**src/rtl/stage_mem_lsu_pkg.sv**
```systemverilog
// Shared constants for the memory-stage load/store unit: access encodings,
// FSM state encoding and lane count.
package stage_mem_lsu_pkg;

   localparam int LSU_LANES = 4;

   localparam logic [2:0] LSU_B  = 3'b000;
   localparam logic [2:0] LSU_H  = 3'b001;
   localparam logic [2:0] LSU_W  = 3'b010;
   localparam logic [2:0] LSU_BU = 3'b100;
   localparam logic [2:0] LSU_HU = 3'b101;

   typedef enum logic [1:0] {
      ST_IDLE = 2'd0,
      ST_REQ  = 2'd1,
      ST_RESP = 2'd2,
      ST_DONE = 2'd3
   } lsu_state_t;

endpackage

```
**src/rtl/stage_mem_lsu_if.sv**
```systemverilog
// Data-memory port: req/gnt request phase followed by an rvalid response
// phase for reads.
interface stage_mem_lsu_if
   import stage_mem_lsu_pkg::*;
#(
   parameter int WIDTH = 32
) ();

   logic                 req;
   logic                 we;
   logic [WIDTH-1:0]     addr;
   logic [LSU_LANES-1:0] be;
   logic [WIDTH-1:0]     wdata;
   logic                 gnt;
   logic                 rvalid;
   logic [WIDTH-1:0]     rdata;

   modport master (
      output req, we, addr, be, wdata,
      input  gnt, rvalid, rdata
   );

   modport slave (
      input  req, we, addr, be, wdata,
      output gnt, rvalid, rdata
   );

endinterface

```
**src/rtl/stage_mem_lsu_align.sv**
```systemverilog
// Byte-lane helper: legality/alignment of the request, store byte enables and
// lane replication, and load extraction with sign/zero extension.
module stage_mem_lsu_align
   import stage_mem_lsu_pkg::*;
#(
   parameter int WIDTH = 32
) (
   input  logic                 rd,
   input  logic                 wr,
   input  logic [2:0]           funct3,
   input  logic [1:0]           off,
   input  logic [WIDTH-1:0]     wdata,
   output logic [LSU_LANES-1:0] be,
   output logic [WIDTH-1:0]     wdata_rep,
   output logic                 legal,
   output logic                 aligned,
   input  logic [2:0]           rsp_funct3,
   input  logic [1:0]           rsp_off,
   input  logic [WIDTH-1:0]     rdata,
   output logic [WIDTH-1:0]     load_data
);

   function automatic logic [WIDTH-1:0] ext8(input logic [7:0] b, input logic sgn);
      return {{(WIDTH-8){sgn & b[7]}}, b};
   endfunction

   function automatic logic [WIDTH-1:0] ext16(input logic [15:0] h, input logic sgn);
      return {{(WIDTH-16){sgn & h[15]}}, h};
   endfunction

   logic [WIDTH-1:0] shifted;

   always_comb begin
      legal = 1'b0;
      if (rd && !wr)
         legal = funct3 inside {LSU_B, LSU_H, LSU_W, LSU_BU, LSU_HU};
      else if (wr && !rd)
         legal = funct3 inside {LSU_B, LSU_H, LSU_W};

      // funct3[1:0] encodes the access size for both signed and unsigned forms
      aligned = 1'b1;
      case (funct3[1:0])
         2'b01:   aligned = ~off[0];
         2'b10:   aligned = (off == 2'b00);
         default: aligned = 1'b1;
      endcase

      be        = 4'b1111;
      wdata_rep = wdata;
      case (funct3[1:0])
         2'b00: begin
            be        = 4'b0001 << off;
            wdata_rep = {4{wdata[7:0]}};
         end
         2'b01: begin
            be        = 4'b0011 << off;
            wdata_rep = {2{wdata[15:0]}};
         end
         default: ;
      endcase
   end

   always_comb begin
      shifted = rdata >> {rsp_off, 3'b000};
      case (rsp_funct3)
         LSU_B:   load_data = ext8(shifted[7:0], 1'b1);
         LSU_H:   load_data = ext16(shifted[15:0], 1'b1);
         LSU_BU:  load_data = ext8(shifted[7:0], 1'b0);
         LSU_HU:  load_data = ext16(shifted[15:0], 1'b0);
         default: load_data = shifted;
      endcase
   end

endmodule

```
**src/rtl/stage_mem_lsu.sv**
```systemverilog
// Memory-stage load/store unit: issues one req/gnt/rvalid access per
// instruction, stalls the pipeline while it is outstanding, and flags bad accesses.
module stage_mem_lsu
   import stage_mem_lsu_pkg::*;
#(
   parameter int WIDTH = 32
) (
   input  logic             i_clk,
   input  logic             i_rst_n,
   input  logic             i_valid_MEM,
   input  logic             i_mem_read_MEM,
   input  logic             i_mem_write_MEM,
   input  logic [2:0]       i_funct3_MEM,
   input  logic [WIDTH-1:0] i_alu_result_MEM,
   input  logic [WIDTH-1:0] i_write_data_MEM,
   stage_mem_lsu_if.master  dmem,
   output logic [WIDTH-1:0] o_read_data_MEM,
   output logic             o_done_MEM,
   output logic             o_stall_MEM,
   output logic             o_err_MEM
);

   lsu_state_t state_q, state_d;

   logic [WIDTH-1:0]     addr_q;
   logic [WIDTH-1:0]     wdata_q;
   logic [WIDTH-1:0]     rdata_q;
   logic [LSU_LANES-1:0] be_q;
   logic                 we_q;
   logic [2:0]           funct3_q;
   logic [1:0]           off_q;

   logic [LSU_LANES-1:0] be_c;
   logic [WIDTH-1:0]     wdata_c;
   logic [WIDTH-1:0]     load_c;
   logic                 legal_c;
   logic                 aligned_c;
   logic                 access_c;
   logic                 start;
   logic                 capture;
   logic                 err;

   stage_mem_lsu_align #(.WIDTH(WIDTH)) u_align (
      .rd         (i_mem_read_MEM),
      .wr         (i_mem_write_MEM),
      .funct3     (i_funct3_MEM),
      .off        (i_alu_result_MEM[1:0]),
      .wdata      (i_write_data_MEM),
      .be         (be_c),
      .wdata_rep  (wdata_c),
      .legal      (legal_c),
      .aligned    (aligned_c),
      .rsp_funct3 (funct3_q),
      .rsp_off    (off_q),
      .rdata      (dmem.rdata),
      .load_data  (load_c)
   );

   assign access_c = i_valid_MEM & (i_mem_read_MEM | i_mem_write_MEM);

   always_comb begin
      state_d = state_q;
      start   = 1'b0;
      capture = 1'b0;
      err     = 1'b0;
      case (state_q)
         ST_IDLE: begin
            if (access_c && legal_c && aligned_c) begin
               start   = 1'b1;
               state_d = ST_REQ;
            end else if (access_c) begin
               err = 1'b1;
            end
         end
         ST_REQ: begin
            if (dmem.gnt)
               state_d = we_q ? ST_DONE : ST_RESP;
         end
         ST_RESP: begin
            // rvalid is only meaningful here; a same-cycle rvalid with gnt is dropped
            if (dmem.rvalid) begin
               capture = 1'b1;
               state_d = ST_DONE;
            end
         end
         default: state_d = ST_IDLE;
      endcase
   end

   always_ff @(posedge i_clk or negedge i_rst_n) begin
      if (!i_rst_n)
         state_q <= ST_IDLE;
      else
         state_q <= state_d;
   end

   always_ff @(posedge i_clk or negedge i_rst_n) begin
      if (!i_rst_n) begin
         addr_q   <= '0;
         wdata_q  <= '0;
         be_q     <= '0;
         we_q     <= 1'b0;
         funct3_q <= '0;
         off_q    <= '0;
         rdata_q  <= '0;
      end else begin
         if (start) begin
            addr_q   <= {i_alu_result_MEM[WIDTH-1:2], 2'b00};
            wdata_q  <= wdata_c;
            be_q     <= be_c;
            we_q     <= i_mem_write_MEM;
            funct3_q <= i_funct3_MEM;
            off_q    <= i_alu_result_MEM[1:0];
         end
         if (capture)
            rdata_q <= load_c;
      end
   end

   assign dmem.req        = (state_q == ST_REQ);
   assign dmem.we         = dmem.req & we_q;
   assign dmem.addr       = addr_q;
   assign dmem.be         = be_q;
   assign dmem.wdata      = wdata_q;

   assign o_read_data_MEM = rdata_q;
   assign o_done_MEM      = (state_q == ST_DONE);
   assign o_err_MEM       = err;
   assign o_stall_MEM     = start | (state_q == ST_REQ) | (state_q == ST_RESP);

endmodule

```
**src/flat_wrapper.sv**
```systemverilog
// flat-port wrapper written by rule: the top's interface ports become plain ports
module stage_mem_lsu_flat import stage_mem_lsu_pkg::*;
#(
   parameter int WIDTH = 32
)
  (i_clk, i_rst_n, i_valid_MEM, i_mem_read_MEM, i_mem_write_MEM, i_funct3_MEM, i_alu_result_MEM, i_write_data_MEM, o_read_data_MEM, o_done_MEM, o_stall_MEM, o_err_MEM, dmem_req, dmem_we, dmem_addr, dmem_be, dmem_wdata, dmem_gnt, dmem_rvalid, dmem_rdata);
  stage_mem_lsu_if #(.WIDTH(WIDTH)) dmem_i ();
  input  logic i_clk;
  input  logic i_rst_n;
  input  logic i_valid_MEM;
  input  logic i_mem_read_MEM;
  input  logic i_mem_write_MEM;
  input  logic [2:0] i_funct3_MEM;
  input  logic [WIDTH-1:0] i_alu_result_MEM;
  input  logic [WIDTH-1:0] i_write_data_MEM;
  output logic [WIDTH-1:0] o_read_data_MEM;
  output logic o_done_MEM;
  output logic o_stall_MEM;
  output logic o_err_MEM;
  output wire logic [$bits(dmem_i.req)-1:0] dmem_req;
  output wire logic [$bits(dmem_i.we)-1:0] dmem_we;
  output wire logic [$bits(dmem_i.addr)-1:0] dmem_addr;
  output wire logic [$bits(dmem_i.be)-1:0] dmem_be;
  output wire logic [$bits(dmem_i.wdata)-1:0] dmem_wdata;
  input wire logic [$bits(dmem_i.gnt)-1:0] dmem_gnt;
  input wire logic [$bits(dmem_i.rvalid)-1:0] dmem_rvalid;
  input wire logic [$bits(dmem_i.rdata)-1:0] dmem_rdata;
  assign dmem_req = dmem_i.req;
  assign dmem_we = dmem_i.we;
  assign dmem_addr = dmem_i.addr;
  assign dmem_be = dmem_i.be;
  assign dmem_wdata = dmem_i.wdata;
  assign dmem_i.gnt = dmem_gnt;
  assign dmem_i.rvalid = dmem_rvalid;
  assign dmem_i.rdata = dmem_rdata;
  stage_mem_lsu #(.WIDTH(WIDTH)) u_core (.i_clk(i_clk), .i_rst_n(i_rst_n), .i_valid_MEM(i_valid_MEM), .i_mem_read_MEM(i_mem_read_MEM), .i_mem_write_MEM(i_mem_write_MEM), .i_funct3_MEM(i_funct3_MEM), .i_alu_result_MEM(i_alu_result_MEM), .i_write_data_MEM(i_write_data_MEM), .dmem(dmem_i), .o_read_data_MEM(o_read_data_MEM), .o_done_MEM(o_done_MEM), .o_stall_MEM(o_stall_MEM), .o_err_MEM(o_err_MEM));
endmodule
```
**config.mk**
```make
export PLATFORM = sky130hd
export DESIGN_NAME = stage_mem_lsu_flat
export DESIGN_NICKNAME = d
export VERILOG_FILES = /design/src/rtl/stage_mem_lsu_pkg.sv /design/src/rtl/stage_mem_lsu_if.sv /design/src/rtl/stage_mem_lsu_align.sv /design/src/rtl/stage_mem_lsu.sv /design/src/flat_wrapper.sv
export SDC_FILE = /design/constraint.sdc
export NUM_CORES = 1
export LEC_CHECK = 0
export BUFFER_PORTS_ARGS = -buffer_cell sky130_fd_sc_hd__buf_2
export CAP_MARGIN = 20
export CORE_UTILIZATION = 30
export CTS_CLUSTER_DIAMETER = 50
export DETAILED_ROUTE_END_ITERATION = 6
export PLACE_DENSITY = 0.56
export SYNTH_ARGS = -nofsm -noshare
export SYNTH_HDL_FRONTEND = slang
export SYNTH_SLANG_ARGS = --single-unit
```
**constraint.sdc**
```tcl
create_clock -name i_clk -period 2.1 [get_ports i_clk]
set_clock_uncertainty 0.15 [all_clocks]
set_input_delay 0.105 -clock i_clk [delete_from_list [all_inputs] [get_ports i_clk]]
set_output_delay 0.105 -clock i_clk [all_outputs]
set_load 0.03 [all_outputs]
```
==> summary.md, run 1 <==
| Metric | Value |
|---|---|
| Post-DP HPWL | `10,600 um` |
| Seq cells post-synth | `106` |
| RSZ-0062 raised after global routing | `no` |
| Leakage power | `4.11 nW` |
| Fin Hold WS | `0.00398 ns` |
| Switching share of power | `42.6%` |
| Root Driver | `clkbuf_16` |
| Sequential Power Share | `31.4%` |
| Final core utilization | `45.9%` |
| Comb pwr share | `52.3%` |
| Area share of the largest cell type after synthesis | `49.3%` |
| CTS tree | `built` |
| Post-Place Cells | `844` |
| Buffers added on ports | `208` |
| Worst Path Required | `2.18 ns` |
| Wire length per cell | `16.1 um` |
| Area Overhead vs Synth | `48.5%` |
| Final instance area | `7990 um^2` |
| Die area | `18,500 um^2` |
| P_sw | `4.88 mW` |
| Setup-failing EPs final | `0` |
| Maximum VDD drop | `0.000743 V` |
| Io pins | `211` |
| Status | `finished, final reports clean` |
| Starting Density | `30.9%` |
| Period utilization | `94.4%` |
| CTS max path bufs | `2` |
| Post-DRT Antenna Nets | `0` |
| Data arrival time of the critical path | `2.07 ns` |
| Clock transition at path regs | `0.07 ns` |
| First-pass GRT wire length | `23,300 um` |
| Final critical-path required period | `1.98 ns` |
| Pins Over Slew Limit | `0` |
| Residual DRC | `0` |
| Antenna violations before repair | `1` |
| Via density | `4.73` |
| Crit. End Element | `flip-flop` |
| Clk network pwr share | `16.3%` |
| Setup CP Type | `in -> reg` |
| Total Power | `11.5 mW` |
| Syn Area/Cell | `12.9 um^2` |
| Cell taking the most area after synthesis | `dfrtp_1` |
| Max-cap violations | `0` |
| Synth Instances | `416` |
| Die Span X | `136 um` |
| Clock sinks | `106` |
| PwrDens | `1430 nW/um^2` |
| Routability Congestion | `0.834` |
| Asr flop ratio synth | `100%` |
| Hold Path Class | `in -> reg` |
| Core Footprint | `17,400 um^2` |
| Antenna Cells | `0` |
| H-tree Lvls | `3` |
| Distinct cells, synth | `39` |
| Primary FF master, synth | `dfrtp_1` |
| Row count | `48` |
| EDFF count, synth | `0` |
| Clock latency on the worst-skew pair | `0.35 ns` |
| Largest net degree at the start of global routing | `54` |
| TritonRoute pass-1 iters | `4` |
| Share of cells above drive strength 1 | `48.3%` |
| Top post-synthesis cells by area | `dfrtp_1 (49%), mux2_4 (19%), mux2_2 (4.4%)` |
| WL final | `15,300 um` |
| Chip height | `136 um` |
| Fmax achieved | `504 MHz` |
| Post-DP Area | `6760 um^2` |
| Drt first-iter violations | `104` |
| Total Routing Usage GR | `16.4%` |
| Synthesized cell area | `5380 um^2` |
| Vias in the first global route | `4,719` |
| CTS buffer count | `9` |
| Via Count | `4,482` |
| Global route overflow | `0` |
| Crit-path max FO | `12` |
| Internal power | `6.58 mW` |
| Fin cells | `947` |
| Nets | `830` |
| Final hold violation count | `0` |
| Ys Warns | `0` |
| Crit start category | `primary input` |
| Sequential fraction of the synthesis area | `49.3%` |
[kinds of logic (layout without fill, tap and decap cells)]
group	Yosys count	count (layout)	synth area share [%]
buffers and inverters	38	343	3.86
flip-flops	106	106	49.3
multiplexers	107	107	27.1
adder cells (fa/ha/maj)	7	7	1.63
XOR/XNOR	1	1	0.163
AND/OR/NAND/NOR	82	82	7.47
AO/OA/AOI/OAI	74	74	10.4
other	1	2	0.0697
[synth_stat cells, types with 8 or more instances]
library cell / n
mux2_4: 69
and2_1: 11
mux2i_1: 16
a21oi_1: 15
a22o_1: 8
clkbuf_1: 14
dfrtp_1: 106
nand2_1: 26
mux2_2: 21
nor2_1: 23
o22a_1: 16
nor2b_1: 8
a22oi_1: 8
[per-layer routing]
| layer | GRT usage, % | vias to the layer above | part of all wire (%) |
|---|---|---|---|
| met2 | 28.5 | 161 | 50 |
| met4 | 6.05 | 2 | 1.6 |
| met3 | 3.73 | 20 | 6.0 |
| met5 | 0 | - | 0.085 |
| met1 | 19.6 | 2214 | 42 |
| li1 | - | 2085 | - |
[placed cells by master (no fill, tap or decap), types with 11 or more instances in the layout]
cell and n:
a21oi_1 15, and2_1 11, buf_2 206, buf_4 25
dfrtp_1 106, dlygate4sd3_1 84, mux2_2 21, mux2_4 69
mux2i_1 16, nand2_1 26, nor2_1 23, o22a_1 16
[worst max-delay path: stages]
cell and delay [ns]:
buf_2 0.12, inv_1 0.07, ha_2 0.23, buf_4 0.20, nor2_1 0.05, buf_4 0.18, buf_4 0.15, nand2_1 0.06
nand2_1 0.05, dlygate4sd3_1 0.57, mux2_4 0.27
[flip-flops by register name, summed over array words and instances (netlist names)]
signal and count:
u_core.dmem.wdata 32, u_core.funct3_q 3, u_core.dmem.be 4, u_core.dmem.addr 30, u_core.off_q 2, u_core.o_read_data_MEM 32
u_core.state_q 2, u_core.we_q 1
[power by group through the flow]
stage               combinational, mW  clock (mW)  sequential, mW
floorplan                        2.39           0            5.33
global placement                 5.78           0            3.59
detailed placement               5.88           0            3.61
CTS                              6.00        1.94            3.60
global route                     6.36        2.00            3.73
finish                           6.00        1.86            3.60
[final timing paths]
check / cells after the start / start / end / slack [ns]
worst max-delay path: 11 / i_funct3_MEM[1] / u_core.dmem.wdata[30] / 0.12
worst min-delay path: 3 / i_alu_result_MEM[1] / u_core.off_q[1] / 0.004
worst max register to register: 5 / u_core.state_q[0] / u_core.o_read_data_MEM[3] / 0.14
worst min register to register: 1 / u_core.o_read_data_MEM[5] / u_core.o_read_data_MEM[5] / 0.36
max in group asynchronous: 3 / i_rst_n / u_core.dmem.wdata[3] / 1.00
min in group asynchronous: 2 / i_rst_n / u_core.o_read_data_MEM[29] / 0.11
[repair_timing]
item | in CTS | in global routing
setup buffers | 0 | 2
hold endpoints to repair | 124 | 0
hold buffers | 84 | 0
setup endpoints to repair | 0 | 5
resized for setup | 0 | 5
[per-stage QoR]
| stage | setup TNS [ns] | worst slack (ns) |
|---|---|---|
| CTS | 0 | 0.00435 |
| finish | 0 | 0.118 |
| global placement | 0 | 0.0407 |
| floorplan | 0 | 0.0454 |
| global route | 0 | 0.0153 |
| detailed placement | -0.612 | -0.0309 |
[final cells by class]
type	count	area, um^2
Inverter	7	26.3
Fill cell	1606	9430
Clock inverter	6	88.8
Sequential cell	106	2650
Timing Repair Buffer	320	2170
Clock buffer	10	239
Multi-Input combinational cell	273	2530
Tap cell	225	282
Power figures use the tool's default switching activity.
==> run 2: changes to the inputs <==
--- a/config.mk
+++ b/config.mk
@@ -5,6 +5,7 @@
 export SDC_FILE = /design/constraint.sdc
 export NUM_CORES = 1
 export LEC_CHECK = 0
+export ABC_AREA = 1
 export BUFFER_PORTS_ARGS = -buffer_cell sky130_fd_sc_hd__buf_2
 export CAP_MARGIN = 20
 export CORE_UTILIZATION = 30
==> run 2 against run 1 <==
Combinational power fell by 0.8%. First-iteration DRC count rose by 130%. Final area fell by 4.7%. Cell count rose by 22%. Highest routed layer is now met4. Critical path depth fell by 1. Sequential power barely moved. Utilization fell by 0.12 points. Synthesized cell count rose by 58%. Critical endpoint is now o_stall_MEM. Power fell by 1.5%.
==> summary.md, run 2 <==
| Metric | Value |
|---|---|
| Fillers | `1,649 (+2.7%)` |
| Drt first-iter violations | `242 (+130%)` |
| Sequential fraction of the synthesis area | `51.5% (+2.2 points)` |
| Syn Area/Cell | `7.83 um^2 (-39%)` |
| Seq cells post-synth | `106 (unchanged)` |
| CTS tree | `built` |
| Buffers added on ports | `208 (unchanged)` |
| Root Driver | `clkbuf_16` |
| Starting Density | `30.9% (+0.046 points)` |
| Nets | `1,048 (+26%)` |
| Synthesized cell area | `5150 um^2 (-4.3%)` |
| CTS max path bufs | `2 (unchanged)` |
| Cell taking the most area after synthesis | `dfrtp_1` |
| Most frequent cell after synthesis | `nand2_1` |
| Data arrival time of the critical path | `1.70 ns (-0.37 ns)` |
| RSZ-0062 raised after global routing | `no` |
| Most common cell after layout, fill and taps aside | `nand2_1` |
| Final instance area | `7610 um^2 (-4.7%)` |
| EDFF count, synth | `0 (unchanged)` |
| Status | `finished, final reports clean` |
| WL final | `16,500 um (+7.9%)` |
| First-pass GRT wire length | `26,900 um (+15%)` |
| Leakage power | `4.07 nW (-0.94%)` |
| Row count | `47 (-2.1%)` |
| Worst Path Required | `1.85 ns (-0.33 ns)` |
| H-tree Lvls | `3 (unchanged)` |
| Asr flop ratio synth | `100% (unchanged)` |
| Fmax achieved | `512 MHz (+1.5%)` |
| Vias in the first global route | `5,307 (+12%)` |
| Final critical-path required period | `1.95 ns (-0.0293 ns)` |
| Register Area | `2650 um^2 (unchanged)` |
| Pins Over Slew Limit | `0 (unchanged)` |
| Multi-input logic area | `2120 um^2 (-16%)` |
| Io pins | `211 (unchanged)` |
| Clock sinks | `106 (unchanged)` |
| Area share of the largest cell type after synthesis | `51.5% (+2.2 points)` |
| Synth Instances | `657 (+58%)` |
| Primary FF master, synth | `dfrtp_1` |
| Post-DP Area | `6430 um^2 (-5.0%)` |
| Crit start category | `primary input` |
| Period utilization | `93.0% (-1.4 points)` |
| Clock latency on the worst-skew pair | `0.35 ns (about the same)` |
| Antenna violations before repair | `0 (-1)` |
| Core Footprint | `16,600 um^2 (-4.4%)` |
| RR Startpoint | `u_core.off_q[0]` |
| Setup-failing EPs final | `0 (unchanged)` |
| Synth top cells by count | `nand2_1 (232), dfrtp_1 (106), nand3_1 (63)` |
| Die Span X | `133 um (-2.1%)` |
| Maximum VDD drop | `0.000775 V (+4.4%)` |
| Distinct cells, synth | `24 (-38%)` |
| Setup CP Type | `in -> out` |
| Top post-synthesis cells by area | `dfrtp_1 (52%), nand2_1 (17%), nand3_1 (6.1%)` |
| Largest net degree at the start of global routing | `57 (+5.6%)` |
| CP startpoint | `i_alu_result_MEM[0]` |
| TritonRoute pass-1 iters | `6 (+2)` |
| Global route overflow | `0 (unchanged)` |
| Antenna Cells | `0 (unchanged)` |
| Most frequent cells in the layout | `nand2_1 (232), buf_2 (206), dfrtp_1 (106)` |
| Hold wc startpoint | `dmem_rdata[19]` |
| Final hold violation count | `0 (unchanged)` |
| Die area | `17,700 um^2 (-4.2%)` |
| Ys Warns | `0 (unchanged)` |
| Crit. End Element | `primary output` |
| Share of cells above drive strength 1 | `26.4% (-22 points)` |
| Via Count | `5,341 (+19%)` |
| Setup TNS | `0 ns (unchanged)` |
| Via density | `4.60 (-2.7%)` |
| Post-DRT Antenna Nets | `0 (unchanged)` |
| Crit-path max FO | `10 (-2)` |
| Chip height | `133 um (-2.1%)` |
| Residual DRC | `0 (unchanged)` |
| Clock transition at path regs | `0.07 ns (about the same)` |
| Routability Congestion | `0.851 (+2.0%)` |
| CTS buffer count | `9 (unchanged)` |
| Total Routing Usage GR | `19.2% (+2.8 points)` |
| PwrDens | `1480 nW/um^2 (+3.3%)` |
| Post-DP HPWL | `11,200 um (+5.0%)` |
| Max-cap violations | `0 (unchanged)` |
| Area Overhead vs Synth | `47.9%` |
| Hold Path Class | `in -> reg` |
| Wire length per cell | `14.2 um (-12%)` |
[run 2: cell types whose count changed after synthesis, moves of 31 or more]
cell / previous run / this run
o21ai_1: 0 / 32
nand2_1: 26 / 232
mux2_4: 69 / 0
inv_1: 7 / 52
o21ai_0: 3 / 34
nand3_1: 1 / 63
[run 2: metal layers]
| layer | global-route usage [%] | vias to the layer above | part of all wire (%) |
|---|---|---|---|
| met3 | 5.21 | 19 | 8.0 |
| li1 | - | 2673 | - |
| met2 | 30.5 | 214 | 45 |
| met4 | 6.58 | 0 | 1.8 |
| met5 | 0 | - | 0 |
| met1 | 25.1 | 2435 | 45 |
[run 2: cell families after synthesis]
logic type / count (synthesis) / synth area share [%]
flops: 106 / 51.5
compound gates: 127 / 13.2
fa+ha+maj: 7 / 1.70
buf+inv: 94 / 8.02
simple gates: 322 / 25.5
other cells: 1 / 0.0729
[run 2: final timing paths]
kind                            slack [ns]                        end  cells past startpoint
worst max-delay path                  0.15                o_stall_MEM                     10
worst min-delay path                 0.006  u_core.o_read_data_MEM[3]                      5
worst max register to register        0.15  u_core.o_read_data_MEM[4]                      7
worst min register to register        0.32       u_core.dmem.addr[20]                      2
max in group asynchronous             1.12      u_core.dmem.wdata[14]                      3
min in group asynchronous             0.11  u_core.o_read_data_MEM[4]                      2
[run 2: worst max-delay path, stage by stage]
cell	delay (ns)
buf_2	0.11
dlygate4sd3_1	0.57
inv_1	0.11
nand2_1	0.06
nand3_1	0.11
nand2_1	0.10
nor2_4	0.19
nand2_8	0.12
nand3_2	0.09
buf_6	0.13
[run 2: report_power, final]
| group | internal [mW] | switching, mW |
|---|---|---|
| logic | 1.84 | 4.11 |
| clock network | 0.935 | 0.812 |
| registers | 3.01 | 0.570 |
| total | 5.79 | 5.50 |
[run 2: repair_timing]
item	4_1_cts	5_1_grt
setup buffers	0	1
resized for setup	0	7
hold buffers	84	0
setup endpoints to repair	0	4
endpoints found under the hold margin	183	0
[run 2: area by class of cell]
cell class                      count  share of cell area, %
Clock buffer                        9                   2.96
Inverter                           52                   2.56
Tap cell                          220                   3.62
Sequential cell                   106                   34.9
Clock inverter                      7                  0.970
Timing Repair Buffer              307                   27.2
Multi-Input combinational cell    459                   27.8
[run 2: metrics by stage]
step	hold slack [ns]	instances	setup slack (ns)	util, %	power [mW]
2_1_floorplan	-0.341	658	0.284	-	7.50
6_report	0.00612	1160	0.147	45.7	11.3
3_5_place_dp	-0.0465	1058	0.251	38.6	9.33
4_1_cts	0.000901	1158	0.00125	45.5	11.3
3_3_place_gp	-0.0451	1058	0.297	38.6	9.29
5_1_grt	0.0222	1160	0.00284	45.7	12.1
